File: src/rtl/mic1_exec_ctrl.sv
// mic1_exec_ctrl
//
// Execution controller for the MIC-1 core. It turns one-cycle button event
// pulses into MIC-1 clock-enable and reset controls. Supported modes are
// run, stop, multi-cycle single-step, CPU-requested halt and a stretched
// synchronous CPU reset. It also drives the status LEDs and keeps a
// saturating count of enabled cycles for debug readout.
//
// Ports:
//   clk          system clock
//   reset        synchronous, active-high block reset
//   btn_pulse    one-cycle events: [0] run, [1] ignored, [2] step,
//                [3] stop, [4] cpu reset request
//   cpu_halt     MIC-1 halt level, synchronous to clk
//   cpu_ce       MIC-1 clock enable (high in RUN and STEP)
//   cpu_rst      MIC-1 synchronous reset (high in RESET)
//   led          [0] RUN, [1] STOP, [2] STEP, [3] HALT, [4] RESET,
//                [5] heartbeat = cycle_count[HB_BIT]
//   cycle_count  cpu_ce-high cycles since the last cpu reset, saturating

module mic1_exec_ctrl #(
   parameter int STEP_CYCLES      = 1,
   parameter int RST_PULSE_CYCLES = 4,
   parameter int CNT_W            = 32,
   parameter int HB_BIT           = 24
) (
   input  logic             clk,
   input  logic             reset,
   input  logic [4:0]       btn_pulse,
   input  logic             cpu_halt,
   output logic             cpu_ce,
   output logic             cpu_rst,
   output logic [5:0]       led,
   output logic [CNT_W-1:0] cycle_count
);

   // One down-counter serves both the reset stretch and the step length;
   // the two are never active at the same time.
   localparam int MAX_CYC = (STEP_CYCLES > RST_PULSE_CYCLES) ? STEP_CYCLES : RST_PULSE_CYCLES;
   localparam int CTR_W   = (MAX_CYC > 1) ? $clog2(MAX_CYC) : 1;

   localparam logic [CTR_W-1:0] RST_LOAD  = CTR_W'(RST_PULSE_CYCLES - 1);
   localparam logic [CTR_W-1:0] STEP_LOAD = CTR_W'(STEP_CYCLES - 1);

   typedef enum logic [2:0] {
      S_RESET,
      S_STOP,
      S_RUN,
      S_STEP,
      S_HALT
   } state_t;

   state_t           state_reg, state_next;
   logic [CTR_W-1:0] ctr_reg, ctr_next;
   logic [CNT_W-1:0] count_reg;

   logic ev_run, ev_step, ev_stop, ev_cpurst;
   logic unused_btn;

   assign ev_run     = btn_pulse[0];
   assign ev_step    = btn_pulse[2];
   assign ev_stop    = btn_pulse[3];
   assign ev_cpurst  = btn_pulse[4];
   assign unused_btn = btn_pulse[1];

   // Next-state logic. The cpu reset request is applied last, so it
   // overrides every other event in every state.
   always_comb begin
      state_next = state_reg;
      ctr_next   = ctr_reg;
      case (state_reg)
         S_RESET: begin
            if (ctr_reg == '0) state_next = S_STOP;
            else               ctr_next   = ctr_reg - 1'b1;
         end
         S_STOP: begin
            if (ev_stop) begin
               state_next = S_STOP;
            end else if (ev_step) begin
               state_next = S_STEP;
               ctr_next   = STEP_LOAD;
            end else if (ev_run) begin
               state_next = S_RUN;
            end
         end
         S_RUN: begin
            if (ev_stop)       state_next = S_STOP;
            else if (cpu_halt) state_next = S_HALT;
         end
         S_STEP: begin
            if (ev_stop)              state_next = S_STOP;
            else if (cpu_halt)        state_next = S_HALT;
            else if (ctr_reg == '0)   state_next = S_STOP;
            else                      ctr_next   = ctr_reg - 1'b1;
         end
         S_HALT: begin
            state_next = S_HALT;
         end
         default: begin
            state_next = S_RESET;
            ctr_next   = RST_LOAD;
         end
      endcase
      if (ev_cpurst) begin
         state_next = S_RESET;
         ctr_next   = RST_LOAD;
      end
   end

   always_ff @(posedge clk) begin
      if (reset) begin
         state_reg <= S_RESET;
         ctr_reg   <= RST_LOAD;
         count_reg <= '0;
      end else begin
         state_reg <= state_next;
         ctr_reg   <= ctr_next;
         // Count follows the current (registered) enable, so the cycle in
         // which an event is sampled still counts if the core was enabled.
         if (state_reg == S_RESET)
            count_reg <= '0;
         else if (cpu_ce && (count_reg != {CNT_W{1'b1}}))
            count_reg <= count_reg + 1'b1;
      end
   end

   assign cpu_ce      = (state_reg == S_RUN) || (state_reg == S_STEP);
   assign cpu_rst     = (state_reg == S_RESET);
   assign cycle_count = count_reg;

   assign led[0] = (state_reg == S_RUN);
   assign led[1] = (state_reg == S_STOP);
   assign led[2] = (state_reg == S_STEP);
   assign led[3] = (state_reg == S_HALT);
   assign led[4] = (state_reg == S_RESET);
   assign led[5] = count_reg[HB_BIT];

endmodule
File: config.mk
export PLATFORM = sky130hd
export DESIGN_NAME = mic1_exec_ctrl
export DESIGN_NICKNAME = d
export VERILOG_FILES = /design/src/rtl/mic1_exec_ctrl.sv
export SDC_FILE = /design/constraint.sdc
export NUM_CORES = 1
export LEC_CHECK = 0
export ABC_CLOCK_PERIOD_IN_PS = 6120
export BUFFER_PORTS_ARGS = -buffer_cell sky130_fd_sc_hd__buf_4
export CORE_MARGIN = 5
export CORE_UTILIZATION = 50
export DETAILED_ROUTE_END_ITERATION = 10
export GPL_TIMING_DRIVEN = 0
export PLACE_DENSITY = 0.77
export SYNTH_ARGS = -nofsm -noshare
export SYNTH_HDL_FRONTEND = slang
export SYNTH_SLANG_ARGS = --single-unit
export TNS_END_PERCENT = 30
File: constraint.sdc
create_clock -name clk -period 6.12 [get_ports clk]
set_input_delay 0.612 -clock clk [delete_from_list [all_inputs] [get_ports clk]]
set_output_delay 0.612 -clock clk [all_outputs]
set_load 0.02 [all_outputs]
==> summary.txt, run 1 <==
Run status
  • Status: complete, no violations

Routing
  • Total routed wirelength: 5840 um
  • DR vias/cell: 6.22
  • Post-DRT Antenna Nets: 0
  • DR vias: around 2300
  • DR pass1 iterations: 5
  • Initial DRC count: ~160
  • DR DRC count: 0
  • Routed WL per cell: about 16 um

Clocking
  • H-tree depth: 2
  • CTS clk-pin slew, worst paths: about 70 ps
  • CTS buffer count: 5
  • Postcts setup bufs: 0
  • CTS Sinks: 37
  • Root buffer cell: clkbuf_8
  • Hold-fix buffers, CTS: 0
  • CTS resizes: 0
  • Max Root-Sink Buffers: 2
  • CTS tree: yes
  • Worst skew pair latency: 290 ps

Yosys
  • Compound-Gate Fraction of Synth Area: 0.173
  • Async S/R FF share, synth: 0
  • Top_reg_cell synth: dfxtp_1
  • XOR/XNOR Fraction of Synth Area: 0.00808
  • #FFs+latches synth: 37
  • Number of synthesized flops with an enable pin: 0
  • Largest cells by area after synthesis: dfxtp_1, o31ai_1, or4_1
  • Syn Inst Count: between 200 and 300
  • Post-Syn Nets: 280
  • Simple-gate share of the synthesized area: 0.368
  • Synth top area share: 0.342
  • Yosys warns: 0
  • Post-Syn Area per Cell: between 8 and 9 um2
  • Mapped cell area: around 0.0022 mm2
  • Mux contribution to synthesized area: 0.0323
  • Largest area contributor in the netlist: dfxtp_1
  • Largest family of logic cells by synthesized area: simple AND/OR/NAND/NOR gates
  • Synthesized-area fraction occupied by adder cells: 0.0162
  • Yosys cell types: roughly 50
  • Post-synthesis sequential area ratio: 0.342

Setup path
  • Type of the worst setup path: flop to output port
  • Max stage delay on crit path: a little over 300 ps
  • CP Cell Sequence: buf_4 > nand2b_1 > clkinv_1 > and2_1 > buf_4
  • Startpoint type of the worst setup path: flop
  • CP endpoint kind: output port
  • Critical path required time: between 5000 and 6000 ps
  • Most used cell, CP: buf_4
  • Largest delay share family, worst path: buffers and inverters
  • Slowest CP cell: dfxtp_1
  • CP arrival: 1720 ps
  • CP Buf/Inv Count: 3
  • Critical path peak fanout: 10

GRT
  • GRT Util Overall: 0.220
  • GR Overflow Total: 0
  • First-pass GRT wire length: about 9800 um
  • Largest net degree at the start of global routing: 11
  • Vias in the first global route: about 2100
  • Antenna violations before repair: 0

Die
  • Die area: between 0.005 and 0.006 mm2
  • Die H: approximately 76 um
  • Core box area: approximately 0.0043 mm2
  • I/O Pins: 48
  • Row Count: 24
  • Initial Util: 0.505
  • Die Width: about 76 um

Pwr
  • Power Total: 0.418 mW
  • Max IR drop VDD: 0.105 mV
  • Leak: about 0.91 nW
  • Power Density: approximately 160 mW/mm2

Cells and area
  • Syn-to-layout area delta: 22.3%
  • Final Cell Area: between 0.002 and 0.003 mm2
  • Core Util, Final: 0.617
  • Largest register FFs: 32
  • Total Nets Final: ~330
  • N_diodes: 0
  • Layout Cells excl Fill: roughly 380
  • Share of layout cells above drive strength 1: 0.214

Placed design
  • Placed insts: about 370
  • Post-placement worst setup slack: 3850 ps
  • I/O Buffers: 45
  • DP Area: ~0.0026 mm2
  • Hpwl dp: 4170 um
  • Gpl congestion: about 0.9

Hold path
  • Min-Delay Path Class: flop to flop

Timing
  • Pins Over Slew Limit: 0
  • Rel. slew slack: 0.472
  • Period utilization: 0.380
  • Fin worst setup slack: 3790 ps
  • FMAX: approximately 430 MHz
  • Setup-failing EPs final: 0
  • Skew final: ~7 ps
  • Worst-margin pin slew: around 790 ps
  • Hold WS: 485 ps
  • Hold Violations, Final: 0
  • Period minus WS final: roughly 2300 ps
  • RSZ-0062 raised after global routing: false
  • Sum Neg Setup Slack: 0 ps

Flow run
  • # Max-Cap Violations: 0
## routing by layer
layer  GRT usage  vias up  part of all wire  wire (um)
li1            -     1138                 -          -
met1       0.304     1092              0.46       2680
met2       0.334       92              0.45       2630
met3      0.0383        9             0.074        431
met4      0.0971        0             0.016         93
met5           0        -                 0          0
## synth_stat cells, types with 2 or more instances
| cell type | n |
|---|---|
| dfxtp_1 | 37 |
| nand2_1 | 23 |
| a21oi_1 | 22 |
| nand3_1 | 17 |
| o31ai_1 | 17 |
| nor2_1 | 16 |
| or4_1 | 16 |
| nand4_1 | 13 |
| o21ai_0 | 10 |
| clkbuf_1 | 9 |
| inv_1 | 9 |
| nor3_1 | 9 |
| or3_1 | 9 |
| mux2i_1 | 7 |
| nor4_1 | 7 |
| buf_4 | 6 |
| and2_1 | 3 |
| and3_1 | 3 |
| and4_1 | 3 |
| a31oi_1 | 2 |
| ha_1 | 2 |
| o211ai_1 | 2 |
| or2_2 | 2 |
## cells by family (layout without fill, tap and decap cells)
kind of cell / Yosys count / in the layout
compound gates: 60 / 60
xor+xnor: 2 / 2
fa+ha+maj: 3 / 3
buf+inv: 27 / 80
flops: 37 / 37
mux: 7 / 7
simple gates: 134 / 134
## layout by cell type (no fill, tap or decap), drive strengths merged, types with 7 or more instances in the layout
cell / Yosys / layout
clkbuf: 9 / 17
inv: 9 / 9
nor2: 16 / 16
a21oi: 22 / 22
mux2i: 7 / 7
o21ai: 10 / 10
or4: 17 / 17
or3: 10 / 10
nor3: 9 / 9
nor4: 9 / 9
nand4: 14 / 14
dfxtp: 37 / 37
buf: 8 / 53
nand3: 18 / 18
o31ai: 17 / 17
nand2: 23 / 23
## layout make-up
| cell class | count | area [um2] |
|---|---|---|
| plain buffers | 17 | 95.1 |
| clock buffers | 8 | 80.1 |
| fillers | 396 | 1640 |
| inverters | 10 | 37.5 |
| multi-input cells | 206 | 1290 |
| flip-flops and latches | 37 | 741 |
| well taps | 52 | 65.1 |
| repair buffers | 45 | 338 |
## final timing paths
path / cells past startpoint / endpoint / slack (ps) / from
max: 5 / led[2] / 3790 / state_reg[2]
min: 2 / ctr_reg[1] / 480 / ctr_reg[1]
max reg2reg: 6 / cycle_count[7] / 3830 / state_reg[2]
min reg2reg: 2 / ctr_reg[1] / 480 / ctr_reg[1]
## power by group
part / switching (mW) / total, mW / internal (mW)
combinational: 0.00503 / 0.0101 / 0.00509
clock: 0.0853 / 0.166 / 0.0810
sequential: 0.000588 / 0.242 / 0.241
total: 0.0909 / 0.418 / 0.327
## tightest hold or removal path, cell delays in order, from the launching register on
cell	delay (ps)
dfxtp_1	330
mux2i_1	70
nand2_1	50
(Power assumes the default switching activity.)
==> run 2: changes to the inputs <==
--- a/config.mk
+++ b/config.mk
@@ -5,13 +5,14 @@
 export SDC_FILE = /design/constraint.sdc
 export NUM_CORES = 1
 export LEC_CHECK = 0
-export ABC_CLOCK_PERIOD_IN_PS = 6120
+export ABC_AREA = 1
+export ABC_CLOCK_PERIOD_IN_PS = 2100
 export BUFFER_PORTS_ARGS = -buffer_cell sky130_fd_sc_hd__buf_4
 export CORE_MARGIN = 5
 export CORE_UTILIZATION = 50
 export DETAILED_ROUTE_END_ITERATION = 10
 export GPL_TIMING_DRIVEN = 0
-export PLACE_DENSITY = 0.77
+export PLACE_DENSITY = 0.79
 export SYNTH_ARGS = -nofsm -noshare
 export SYNTH_HDL_FRONTEND = slang
 export SYNTH_SLANG_ARGS = --single-unit
==> constraint.sdc (replaced) <==
create_clock -name clk -period 2.1 [get_ports clk]
set_input_delay 0.21 -clock clk [delete_from_list [all_inputs] [get_ports clk]]
set_output_delay 0.21 -clock clk [all_outputs]
set_load 0.02 [all_outputs]
==> run 2 against run 1 <==
- critical path depth fell by 1
- flip-flop and latch count did not move
- worst hold slack got worse by 310 ps
- clock-buffer cell count did not move
- setup slack got worse by 3600 ps
- wire length rose by 3.7%
- combinational power rose to 3.3 times the previous value
- die area rose by 10%
- clock skew fell by 1.2 ps
- design area rose by 11%
- critical path type unchanged
- critical endpoint is now cpu_ce
==> summary.txt, run 2 <==
Run status
  • Status: complete, no violations

Yosys
  • Yosys cell types: 26 (-47%)
  • Syn Inst Count: 409 (+51%)
  • Number of synthesized flops with an enable pin: 0 (unchanged)
  • Largest area contributor in the netlist: dfxtp_1
  • Top_reg_cell synth: dfxtp_1
  • Top-count cell post-synth: nand2_1
  • Mapped cell area: 0.00243 mm2 (+12%)
  • Post-Syn Area per Cell: 5.94 um2 (-26%)
  • Synth top area share: 0.305 (-0.0369)
  • Post-synthesis sequential area ratio: 0.305 (-0.0369)
  • Post-Syn Nets: 419 (+50%)
  • Largest cells by area after synthesis: dfxtp_1, nand2_1, nor2_1
  • Async S/R FF share, synth: 0 (unchanged)
  • Post-synth top cells: nand2_1, nor2_1, inv_1, dfxtp_1, a21oi_1
  • Yosys warns: 0 (unchanged)
  • #FFs+latches synth: 37 (unchanged)

Placed design
  • I/O Buffers: 46 (+2.2%)
  • Placed insts: 522 (+42%)
  • Hpwl dp: 4850 um (+16%)
  • Gpl congestion: 0.930 (+6.1%)

Clocking
  • CTS buffer count: 5 (unchanged)
  • CTS Sinks: 37 (unchanged)
  • Root buffer cell: clkbuf_8
  • CTS tree: yes
  • CTS clk-pin slew, worst paths: 70 ps (about the same)
  • H-tree depth: 2 (unchanged)
  • Max Root-Sink Buffers: 2 (unchanged)
  • Hold-fix buffers, CTS: 0 (unchanged)
  • Worst skew pair latency: 290 ps (about the same)

Pwr
  • Clk pwr share: 0.391 (-0.006)
  • Switch Pwr: 0.257 mW (+180%)
  • Leak: 1.21 nW (+34%)
  • Sequential share of power: 0.582 (+0.004)
  • Pint: 0.955 mW (+190%)
  • Comb power frac: 0.027 (+0.003)
  • Max IR drop VDD: 0.191 mV (+82%)
  • Sw Share: 0.212 (-0.00526)
  • Power Density: 412 mW/mm2 (+160%)

Setup path
  • CP endpoint kind: output port
  • Max stage delay on crit path: 410 ps (+100 ps)
  • Startpoint type of the worst setup path: flop
  • Largest delay share family, worst path: buffers and inverters
  • Slowest CP cell: clkbuf_1
  • Critical path required time: 1890 ps (-3620 ps)
  • Critical path peak fanout: 10 (unchanged)
  • CP Buf/Inv Count: 3 (unchanged)
  • Type of the worst setup path: flop to output port
  • CP Cell Sequence: inv_1 > nor2_1 > clkbuf_1 > buf_4
  • CP arrival: 1730 ps (about the same)

GRT
  • Vias in the first global route: 2364 (+11%)
  • GR Overflow Total: 0 (unchanged)
  • Largest net degree at the start of global routing: 11 (unchanged)
  • GRT Util Overall: 0.198 (-0.0218)
  • First-pass GRT wire length: 10100 um (+3.0%)
  • Antenna violations before repair: 0 (unchanged)

Die
  • Die H: 79.7 um (+5.1%)
  • Initial Util: 0.515 (+0.00975)
  • Die area: 0.00636 mm2 (+10%)
  • Die Width: 79.7 um (+5.1%)
  • Core box area: 0.00472 mm2 (+10%)
  • Row Count: 25 (+4.2%)
  • I/O Pins: 48 (unchanged)

Routing
  • DR DRC count: 0 (unchanged)
  • Routed WL per cell: 11.4 um (-27%)
  • DR pass1 iterations: 4 (-1)
  • DR vias/cell: 4.98 (-20%)
  • Post-DRT Antenna Nets: 0 (unchanged)
  • Total routed wirelength: 6050 um (+3.7%)
  • Initial DRC count: 128 (-17%)
  • DR vias: 2638 (+13%)

Timing
  • Rel. slew slack: 0.667 (+0.194)
  • Setup-failing EPs final: 0 (unchanged)
  • Sum Neg Setup Slack: 0 ps (unchanged)
  • Worst-margin pin slew: 498 ps (-288 ps)
  • FMAX: about 520 MHz
  • Hold Violations, Final: 0 (unchanged)
  • RSZ-0062 raised after global routing: false
  • Period minus WS final: a little under 2000 ps
  • Skew final: 5.87 ps (-1.15 ps)
  • Period utilization: 0.922
  • Pins Over Slew Limit: 0 (unchanged)

Cells and area
  • Core Util, Final: 0.623 (+0.00562)
  • Syn-to-layout area delta: 21.0%
  • Total Nets Final: 472 (+42%)
  • Most frequent cells in the layout: nand2_1, nor2_1, buf_4
  • N_diodes: 0 (unchanged)
  • Commonest non-fill, non-tap cell in the layout: nand2_1
  • Largest register FFs: 32 (unchanged)
  • Layout Cells excl Fill: 530 (+41%)
  • Share of layout cells above drive strength 1: 0.145 (-0.0689)

Flow run
  • # Max-Cap Violations: 0 (unchanged)

Hold path
  • Min-Delay Path Class: primary input to flop
==> run 2: changes by cell type after synthesis, sizes merged, moves of 9 or more <==
cell   before  now
or3        10    0
nor2       16   79
nor4        9    0
xor2        1   10
inv         9   45
or4        17    0
nand2      23  149
o31ai      17    1
==> run 2: final timing paths <==
check | cells after the start | slack, ps | endpoint | start
max reg2reg | 11 | 160 | cycle_count[11] | cycle_count[0]
max | 4 | 160 | cpu_ce | state_reg[1]
min reg2reg | 2 | 480 | ctr_reg[1] | ctr_reg[1]
min | 3 | 180 | ctr_reg[0] | btn_pulse[4]
==> run 2: final cells by class <==
type | count | area, um2
Multi-Input combinational cell | 317 | 1450
Fill cell | 483 | 1780
Sequential cell | 37 | 741
Clock buffer | 8 | 80.1
Buffer | 10 | 75.1
Inverter | 45 | 169
Tap cell | 67 | 83.8
Timing Repair Buffer | 46 | 345
==> run 2: logic make-up after synthesis <==
| logic type | synth area share |
|---|---|
| flip-flops | 0.305 |
| AO/OA/AOI/OAI | 0.0731 |
| AND/OR/NAND/NOR | 0.458 |
| buffers and inverters | 0.100 |
| XOR/XNOR | 0.0540 |
| adder cells (fa/ha/maj) | 0.0103 |
==> run 2: timing repair <==
item	CTS	global route
endpoints found under the setup margin	0	4
resized for setup	0	1
buffers inserted	0	0
==> run 2: worst reg2reg max path: cells and delay by family, from the launching register on <==
kind	cells	cell delay, ps
and+or+nand+nor	7	870
DFF	1	400
adders and majority gates	1	250
buffers and inverters	2	240
AOI/OAI and AO/OA	1	60
==> run 2: metrics by stage <==
step	power, mW	worst slack [ps]	hold WS [ps]	area (um2)
after floorplan	0.739	236	353	2430
after global placement	0.753	182	458	2860
after detailed placement	0.755	140	469	2860
after CTS	1.23	125	167	2940
after global routing	1.27	12.9	180	2940
final	1.21	163	176	2940
==> run 2: layer usage <==
layer  global-route usage  up-vias  part of all wire
li1                     -     1379                 -
met1                0.242     1144              0.46
met2                0.342       99              0.46
met3               0.0406       16             0.062
met4               0.0743        0             0.023
met5                    0        -                 0
==> run 2: power groups by stage <==
stage | Combinational, mW | Sequential, mW | Clock [mW]
4_1_cts | 0.0332 | 0.705 | 0.497
3_5_place_dp | 0.0330 | 0.722 | 0
2_1_floorplan | 0.0180 | 0.721 | 0
5_1_grt | 0.0378 | 0.705 | 0.525
6_report | 0.0332 | 0.705 | 0.473
3_3_place_gp | 0.0314 | 0.721 | 0
